==> config.mk <==
export PLATFORM = sky130hd
export DESIGN_NAME = adc_align_ctrl
export DESIGN_NICKNAME = d
export VERILOG_FILES = /design/src/rtl/adc_align_pkg.sv /design/src/rtl/adc_align_timer.sv /design/src/rtl/adc_align_ctrl.sv
export SDC_FILE = /design/constraint.sdc
export NUM_CORES = 1
export LEC_CHECK = 0
export ABC_AREA = 1
export CAP_MARGIN = 10
export CELL_PAD_IN_SITES_DETAIL_PLACEMENT = 0
export CELL_PAD_IN_SITES_GLOBAL_PLACEMENT = 1
export CORE_MARGIN = 1.5
export CORE_UTILIZATION = 30
export CTS_CLUSTER_DIAMETER = 200
export DETAILED_ROUTE_END_ITERATION = 8
export PLACE_DENSITY = 0.6
export SYNTH_ARGS = -nofsm -noshare
export SYNTH_HDL_FRONTEND = slang
export SYNTH_SLANG_ARGS = --single-unit
export TNS_END_PERCENT = 20
==> constraint.sdc <==
create_clock -name clk -period 3.25 [get_ports clk]
set_input_delay 0.65 -clock clk [delete_from_list [all_inputs] [get_ports clk]]
set_output_delay 0.65 -clock clk [all_outputs]
set_load 0.02 [all_outputs]
==> src/rtl/adc_align_pkg.sv <==
// Shared types and defaults for the ADC frame-alignment controller.
// Optional statistics counters are enabled with ADC_ALIGN_STATS_EN.
package adc_align_pkg;

  typedef enum logic [2:0] {
    S_RST,
    S_SETTLE,
    S_CHECK,
    S_SLIP,
    S_LOCKED,
    S_FAIL
  } align_state_t;

  localparam int         DEF_FRAME_W   = 8;
  localparam logic [7:0] DEF_FRAME_PAT = 8'hF0;

  function automatic int cnt_w(input int max_val);
    return (max_val < 2) ? 1 : $clog2(max_val + 1);
  endfunction

endpackage

==> src/rtl/adc_align_timer.sv <==
// Loadable down-counter with a zero flag.
// Shared by the ISERDES-reset and settle waits.
module adc_align_timer #(
  parameter int             W       = 4,
  parameter logic [W-1:0]   RST_VAL = '0
) (
  input  logic         clk,
  input  logic         rst_n,
  input  logic         load,
  input  logic [W-1:0] load_val,
  output logic         done
);

  logic [W-1:0] cnt;

  always_ff @(posedge clk or negedge rst_n) begin
    if (!rst_n) begin
      cnt <= RST_VAL;
    end else if (load) begin
      cnt <= load_val;
    end else if (cnt != '0) begin
      cnt <= cnt - 1'b1;
    end
  end

  assign done = (cnt == '0);

endmodule

==> src/rtl/adc_align_ctrl.sv <==
// Frame-alignment controller: ISERDES reset, bitslip search, lock watch.
// Define ADC_ALIGN_STATS_EN to add lock_loss_cnt and total_slips.
module adc_align_ctrl
  import adc_align_pkg::*;
#(
  parameter int                 FRAME_W       = DEF_FRAME_W,
  parameter logic [FRAME_W-1:0] FRAME_PAT     = DEF_FRAME_PAT,
  parameter int                 RST_CYCLES    = 16,
  parameter int                 SETTLE_CYCLES = 4,
  parameter int                 MAX_RETRY     = 3,
  parameter int                 LOSS_THRESH   = 4
) (
  input  logic                       clk,
  input  logic                       cpu_resetn,
  input  logic                       start,
  input  logic [FRAME_W-1:0]         frame_word,
  output logic                       iserdes_rst,
  output logic                       bitslip,
  output logic                       locked,
  output logic                       fail,
`ifdef ADC_ALIGN_STATS_EN
  output logic [7:0]                 lock_loss_cnt,
  output logic [15:0]                total_slips,
`endif
  output logic [$clog2(FRAME_W)-1:0] slip_cnt
);

  localparam int SW = $clog2(FRAME_W);
  localparam int TMAX = (RST_CYCLES > SETTLE_CYCLES) ?
                        RST_CYCLES : SETTLE_CYCLES;
  localparam int TW = cnt_w(TMAX);
  localparam int RW = cnt_w(MAX_RETRY);
  localparam int MW = cnt_w(LOSS_THRESH);

  localparam logic [TW-1:0] RST_LOAD    = TW'(RST_CYCLES - 1);
  localparam logic [TW-1:0] SETTLE_LOAD = TW'(SETTLE_CYCLES - 1);
  localparam logic [SW-1:0] SLIP_MAX    = SW'(FRAME_W - 1);
  localparam logic [RW-1:0] RETRY_LAST  = RW'(MAX_RETRY - 1);
  localparam logic [MW-1:0] MISS_LAST   = MW'(LOSS_THRESH - 1);

  align_state_t  state;
  logic [RW-1:0] retry_cnt;
  logic [MW-1:0] miss_cnt;

  logic          match;
  logic          sweep_done;
  logic          retry_last;
  logic          slip_go;
  logic          sweep_retry;
  logic          sweep_fail;
  logic          loss;
  logic          to_rst;
  logic          to_settle;
  logic          tmr_load;
  logic [TW-1:0] tmr_val;
  logic          tmr_done;

  assign match      = (frame_word == FRAME_PAT);
  assign sweep_done = (slip_cnt == SLIP_MAX);
  assign retry_last = (retry_cnt == RETRY_LAST);

  always_comb begin
    slip_go     = 1'b0;
    sweep_retry = 1'b0;
    sweep_fail  = 1'b0;
    loss        = 1'b0;
    to_settle   = 1'b0;
    if (!start) begin
      unique case (1'b1)
        (state == S_CHECK): begin
          slip_go     = !match && !sweep_done;
          sweep_retry = !match && sweep_done && !retry_last;
          sweep_fail  = !match && sweep_done && retry_last;
        end
        (state == S_LOCKED): loss      = !match && (miss_cnt == MISS_LAST);
        (state == S_RST):    to_settle = tmr_done;
        (state == S_SLIP):   to_settle = 1'b1;
        default: ;
      endcase
    end
  end

  // Every path into RST reloads the reset hold, so start restarts it.
  assign to_rst   = start || sweep_retry || loss;
  assign tmr_load = to_rst || to_settle;
  assign tmr_val  = to_rst ? RST_LOAD : SETTLE_LOAD;

  adc_align_timer #(
    .W       (TW),
    .RST_VAL (RST_LOAD)
  ) u_timer (
    .clk      (clk),
    .rst_n    (cpu_resetn),
    .load     (tmr_load),
    .load_val (tmr_val),
    .done     (tmr_done)
  );

  always_ff @(posedge clk or negedge cpu_resetn) begin
    if (!cpu_resetn) begin
      state       <= S_RST;
      iserdes_rst <= 1'b1;
      bitslip     <= 1'b0;
      locked      <= 1'b0;
      fail        <= 1'b0;
      slip_cnt    <= '0;
      retry_cnt   <= '0;
      miss_cnt    <= '0;
    end else begin
      bitslip <= 1'b0;
      if (start) begin
        state       <= S_RST;
        iserdes_rst <= 1'b1;
        locked      <= 1'b0;
        fail        <= 1'b0;
        slip_cnt    <= '0;
        retry_cnt   <= '0;
        miss_cnt    <= '0;
      end else begin
        case (state)
          S_RST: begin
            if (tmr_done) begin
              state       <= S_SETTLE;
              iserdes_rst <= 1'b0;
            end
          end
          S_SETTLE: begin
            if (tmr_done) state <= S_CHECK;
          end
          S_CHECK: begin
            if (match) begin
              state    <= S_LOCKED;
              locked   <= 1'b1;
              miss_cnt <= '0;
            end else if (slip_go) begin
              state    <= S_SLIP;
              bitslip  <= 1'b1;
              slip_cnt <= slip_cnt + 1'b1;
            end else if (sweep_fail) begin
              state     <= S_FAIL;
              fail      <= 1'b1;
              retry_cnt <= retry_cnt + 1'b1;
            end else begin
              state       <= S_RST;
              iserdes_rst <= 1'b1;
              slip_cnt    <= '0;
              retry_cnt   <= retry_cnt + 1'b1;
            end
          end
          S_SLIP: state <= S_SETTLE;
          S_LOCKED: begin
            if (match) begin
              miss_cnt <= '0;
            end else if (loss) begin
              state       <= S_RST;
              locked      <= 1'b0;
              iserdes_rst <= 1'b1;
              slip_cnt    <= '0;
              retry_cnt   <= '0;
              miss_cnt    <= '0;
            end else begin
              miss_cnt <= miss_cnt + 1'b1;
            end
          end
          S_FAIL: ;
          default: begin
            state       <= S_RST;
            iserdes_rst <= 1'b1;
            locked      <= 1'b0;
          end
        endcase
      end
    end
  end

`ifdef ADC_ALIGN_STATS_EN
  // Survives start so software can read history across retrains.
  always_ff @(posedge clk or negedge cpu_resetn) begin
    if (!cpu_resetn) begin
      lock_loss_cnt <= '0;
      total_slips   <= '0;
    end else begin
      if (loss && lock_loss_cnt != 8'hFF)
        lock_loss_cnt <= lock_loss_cnt + 1'b1;
      if (slip_go && total_slips != 16'hFFFF)
        total_slips <= total_slips + 1'b1;
    end
  end
`endif

endmodule

==> results of run 1 <==
-- area by class of cell --
| cell class | count | area share |
|---|---|---|
| Timing Repair Buffer | 17 | 0.111 |
| Clock buffer | 4 | 0.0358 |
| Tap cell | 50 | 0.0407 |
| Inverter | 25 | 0.0611 |
| Sequential cell | 20 | 0.330 |
| Multi-Input combinational cell | 123 | 0.422 |
-- Yosys cell counts (all sizes together) (2+ instances only) --
cell type / number / share of area
xor2: 3 / 0.021
inv: 25 / 0.075
nand3: 11 / 0.048
nor2: 26 / 0.098
nand4: 3 / 0.015
ha: 7 / 0.070
nand2: 54 / 0.18
a21oi: 2 / 0.0080
nor3: 2 / 0.0080
dfrtp: 15 / 0.30
o21ai: 10 / 0.040
dfstp: 5 / 0.11
-- worst min-delay path, stage by stage (launching register included) --
cell and delay (ps):
dfstp_2 370, nand2_1 50, nand2_1 40
-- stage by stage --
step / instances / total power, W / worst slack (ps) / area (µm²) / utilization
6_report: 239 / 0.000814 / 1230 / 1540 / 0.384
4_1_cts: 239 / 0.000828 / 1210 / 1540 / 0.384
3_3_place_gp: 235 / 0.000633 / 1010 / 1480 / 0.370
2_1_floorplan: 168 / 0.000539 / 1720 / 1250 / -
5_1_grt: 239 / 0.000882 / 1130 / 1540 / 0.384
3_5_place_dp: 235 / 0.000635 / 1010 / 1480 / 0.370
-- flip-flops by register name, indices dropped and copies added, names as in the netlist, 2 cells and up --
signal and cells:
miss_cnt 3, slip_cnt 3, retry_cnt 2, state 3, u_timer.cnt 5
-- power by group through the flow --
stage	Sequential, W	Combinational (W)	Clock (W)
floorplan	0.000352	0.000187	0
global placement	0.000339	0.000294	0
detailed placement	0.000341	0.000293	0
CTS	0.000337	0.000295	0.000196
global route	0.000342	0.000334	0.000207
finish	0.000336	0.000289	0.000189
-- per-layer routing --
metal	up-vias	track usage	share of wire
met5	-	0	0
met3	4	0.0233	0.020
met2	8	0.254	0.53
met1	507	0.168	0.44
li1	571	-	-
met4	0	0.0459	0.013
-- cells by family after synthesis --
family          count (synthesis)  synth area share
fa+ha+maj                       7            0.0701
compound gates                 15            0.0681
xor+xnor                        3            0.0210
simple gates                   98             0.360
buf+inv                        25            0.0752
flops                          20             0.406
-- path summary, 6_finish.rpt --
| path | start | endpoint | slack [ps] |
|---|---|---|---|
| setup / recovery | iserdes_rst | iserdes_rst | 1230 |
| hold / removal | iserdes_rst | iserdes_rst | 460 |
| setup reg to reg | miss_cnt[0] | state[2] | 1640 |
| hold reg to reg | iserdes_rst | iserdes_rst | 460 |
| max in group asynchronous | cpu_resetn | slip_cnt[0] | 1810 |
| min in group asynchronous | cpu_resetn | u_timer.cnt[4] | 890 |
==> metrics.cfg, run 1 <==
[clock_network]
numCtsBuffers = 3
h-tree-depth = 1
path_clk_slew_ps = 70
post_cts.repair.setup_buffers = 0
cts_resized = 0
cts-root-buf = clkbuf_8
ctsHoldBuffers = 0
cts_max_path_buffers = 2
cts_tree = done
clock_latency_ps = 260
clock_sinks = 20

[cells_and_area]
final_cell_mix = nand2_1 (49), inv_1 (21), nor2_1 (20), clkdlybuf4s50_1 (17), dfrtp_1 (15)
nFillCells = 423
final_nets = 208
multi_input_area_um2 = 648
antenna_cells = 0
drive_gt1_frac = 0.138
syn_to_final_growth_pct = 23.0
seq_area_um2 = 507
layout_commonest_cell = nand2_1

[pwr]
peakVddDrop_uv = 215
swShare = 0.352
p_switching_w = 0.000287
pwr-share-clk = 0.232
combPwrFrac = 0.355
p_leak_nw = 0.804
seq_power_share = 0.413
power_density_nw_per_um2 = 530
intPower_w = 0.000527

[placed_design]
dp_hpwl_um = 2250
gp_congestion = 0.742
io_buffers = 17

[hold_path]
hold_depth = 2
min_path_type = reg -> reg

[sta]
holdWs_ps = 464
drv_slew = 0
final-hold-violation-count = 0
worstMarginPinSlew_ps = 885
fmax_ghz = 0.494
final.setup.tns_ps = 0
maxSlewHeadroom = 0.408
period_share = 0.623
period_minus_slack_ps = 2020
rsz0062_at_grt = no
finalSetupViolCount = 0
finalClockSkew_ps = 3.63

[synthesis]
syn_nets = 186
ys_ff_latch = 20
ys_warn_count = 0
synth.avg_cell_area_um2 = 7.43
async_flop_share = 1.00
synth-edff-count = 0
synth.distinct_cells = 23
syn_inst = 168
synthFlopType = dfrtp_1
syn_area_um2 = 1250
synth_seq_area_share = 0.406

[floorplan]
dieHeight_um = 67.5
initial_core_util = 0.312
core_area_um2 = 4000
ios = 18
die_area_um2 = 4560
rows = 23
die_w_um = 67.5

[grt]
grt_pass1_wl_um = 4820
antenna_found_initial = 0
first_global_vias = 1092
grt_max_degree = 21
grt.overflow.total = 0
track_usage = 0.141

[drt]
ant_nets = 0
wl_per_cell_um = 11.3
vias = 1090
drt_first_pass_iters = 4
drtIter0Drc = 18
routed_via_density = 4.56
drc = 0
finalWirelength_um = 2690

[worst_setup_path]
crit_path_end_kind = output pin
arrival_ps = 1370
cp_num_cells = 1
crit_path_top_delay_cell = clkdlybuf4s50_1
path_cells = clkdlybuf4s50_1
critPathBufInv = 1
slowest_delay_ps = 590
critPathMaxFanout = 2
crit_type = reg -> out
cp.required_ps = 2600
cp-start-kind = register
worst-r2r-cell-count = 11
cpLargestDelayFamily = buffers and inverters

[flow_run]
maxCapViolCount = 0

[run_status]
status = completed

(Power assumes the default switching activity.)
==> inputs of run 2 (changes only) <==
Settings changed: PLACE_DENSITY 0.6 to 0.63.
Clock period 3.25 ns to 1.64 ns, I/O delays scaled along.
==> run 2 against run 1 <==
  * Die area unchanged
  * Total power rose by 100%
  * Flip-flop and latch count unchanged
  * Register-to-register slack got worse by 1500 ps
  * Sequential share of layout area fell by 3.3 points
  * Hold slack worse by 61 ps
  * Final cell count increased by 7.5%
  * First-iteration DRC count decreased by 11%
==> metrics.cfg, run 2 (same netlist as run 1, synthesis figures left out) <==
[sta]
final.setup.tns_ps = 0  ; unchanged
final-hold-violation-count = 0  ; unchanged
post-route-worst-setup-slack_ps = 42.3  ; was 1230 ps
worstMarginPinSlew_ps = 272  ; was 885 ps
fmax_ghz = 0.626
maxSlewHeadroom = 0.819  ; was 0.408
period_minus_slack_ps = 1600
rsz0062_at_grt = yes  ; was no
finalSetupViolCount = 0  ; unchanged
finalClockSkew_ps = 3.38  ; was 3.63 ps
period_share = 0.974
drv_slew = 0  ; unchanged

[worst_setup_path]
crit_type = reg -> out  ; unchanged
cp.required_ps = 1310  ; was 2600 ps
crit_path_end_kind = output pin  ; unchanged
path_cells = clkdlybuf4s50_1  ; unchanged
cp-start-kind = register  ; unchanged
arrival_ps = 1270  ; was 1370 ps
critPathMaxFanout = 3  ; was 2
critPathBufInv = 1  ; unchanged
slowest_delay_ps = 620  ; was 590 ps
crit_path_top_delay_cell = clkdlybuf4s50_1  ; unchanged
cpLargestDelayFamily = buffers and inverters  ; unchanged

[clock_network]
clock_sinks = 20  ; unchanged
h-tree-depth = 1  ; unchanged
path_clk_slew_ps = 80  ; was 70 ps
cts-root-buf = clkbuf_8  ; unchanged
cts_tree = done  ; unchanged
numCtsBuffers = 3  ; unchanged
cts_max_path_buffers = 2  ; unchanged
ctsHoldBuffers = 0  ; unchanged
clock_latency_ps = 260  ; about the same

[floorplan]
rows = 23  ; unchanged
die_area_um2 = 4560  ; unchanged
initial_core_util = 0.312  ; unchanged
core_area_um2 = 4000  ; unchanged
ios = 18  ; unchanged
dieHeight_um = 67.5  ; unchanged
die_w_um = 67.5  ; unchanged

[grt]
first_global_vias = 1100  ; was 1092
antenna_found_initial = 0  ; unchanged
grt.overflow.total = 0  ; unchanged
grt_pass1_wl_um = 4860  ; was 4820 µm
grt_max_degree = 21  ; unchanged
track_usage = 0.145  ; was 0.141

[pwr]
peakVddDrop_uv = 527  ; was 215 µV
p_leak_nw = 0.908  ; was 0.804 nW
power_density_nw_per_um2 = 978  ; was 530 nW/µm²

[cells_and_area]
fin_area_um2 = 1710  ; was 1540 µm²
final_nets = 226  ; was 208
multi_input_area_um2 = 681  ; was 648 µm²
syn_to_final_growth_pct = 36.6  ; was 23.0%
nFillCells = 406  ; was 423
antenna_cells = 0  ; unchanged
final_core_util = 0.426  ; was 0.384
drive_gt1_frac = 0.232  ; was 0.138
layout_commonest_cell = nand2_1  ; unchanged
seq_area_um2 = 507  ; unchanged
top_register = u_timer.cnt  ; unchanged
largest_register_ffs = 5  ; unchanged
final_cell_mix = nand2_1 (48), inv_1 (21), nor2_1 (19), buf_4 (18)  ; was nand2_1 (49), inv_1 (21), nor2_1 (20), clkdlybuf4s50_1 (17), dfrtp_1 (15)

[placed_design]
io_buffers = 17  ; unchanged
gp_congestion = 0.835  ; was 0.742
dpl_cell_area_um2 = 1590  ; was 1480 µm²
dp_hpwl_um = 2320  ; was 2250 µm
place_ws_ps = -243  ; was 1010 ps

[drt]
vias = 1175  ; was 1090
drc = 0  ; unchanged
drtIter0Drc = 16  ; was 18
routed_via_density = 4.57  ; was 4.56
drt_first_pass_iters = 4  ; unchanged
finalWirelength_um = 2980  ; was 2690 µm
wl_per_cell_um = 11.6  ; was 11.3 µm
ant_nets = 0  ; unchanged

[flow_run]
maxCapViolCount = 0  ; unchanged

[run_status]
status = completed  ; unchanged

[hold_path]
min_path_type = in -> async  ; was reg -> reg

-- run 2: what timing repair did --
action,in CTS,in global routing
gates resized for setup,2,7
pin swaps,0,2
endpoints found under the setup margin,4,12
endpoints found under the hold margin,0,0
buffers inserted,0,4
-- run 2: metal layers --
metal / share of wire / wire, µm / GRT usage / vias to the layer above
met5: 0 / 0 / 0 / -
met4: 0.022 / 64 / 0.0740 / 0
met3: 0.029 / 86 / 0.0300 / 7
met2: 0.47 / 1390 / 0.228 / 21
met1: 0.48 / 1430 / 0.187 / 539
li1: - / - / - / 608
-- run 2: worst paths after layout --
| check | slack [ps] | to | depth (start not counted) | startpoint |
|---|---|---|---|---|
| setup / recovery | 40 | slip_cnt[2] | 1 | slip_cnt[2] |
| hold / removal | 400 | miss_cnt[2] | 2 | cpu_resetn |
| setup reg to reg | 140 | retry_cnt[0] | 9 | miss_cnt[0] |
| hold reg to reg | 480 | iserdes_rst | 2 | iserdes_rst |
| max in group asynchronous | 950 | iserdes_rst | 2 | cpu_resetn |
| min in group clk | 480 | iserdes_rst | 2 | iserdes_rst |
-- run 2: metrics by stage --
step	instances	total power [W]	hold slack (ps)
CTS	253	0.00169	418
global route	257	0.00180	435
detailed placement	249	0.00130	468
global placement	249	0.00129	458
finish	257	0.00167	403
floorplan	168	0.00107	32.4
-- run 2: final cells by class --
cell class	count	area share
Clock buffer	4	0.0323
Inverter	25	0.0550
Multi-Input combinational cell	123	0.399
Sequential cell	20	0.297
Tap cell	50	0.0367
Timing Repair Buffer	35	0.180
-- run 2: report_power, final --
part           switching, W  leakage [nW]  internal (W)
Combinational      0.000357         0.621      0.000255
Sequential        0.0000667         0.258      0.000602
Clock              0.000174        0.0288      0.000214
Total              0.000597         0.908       0.00107
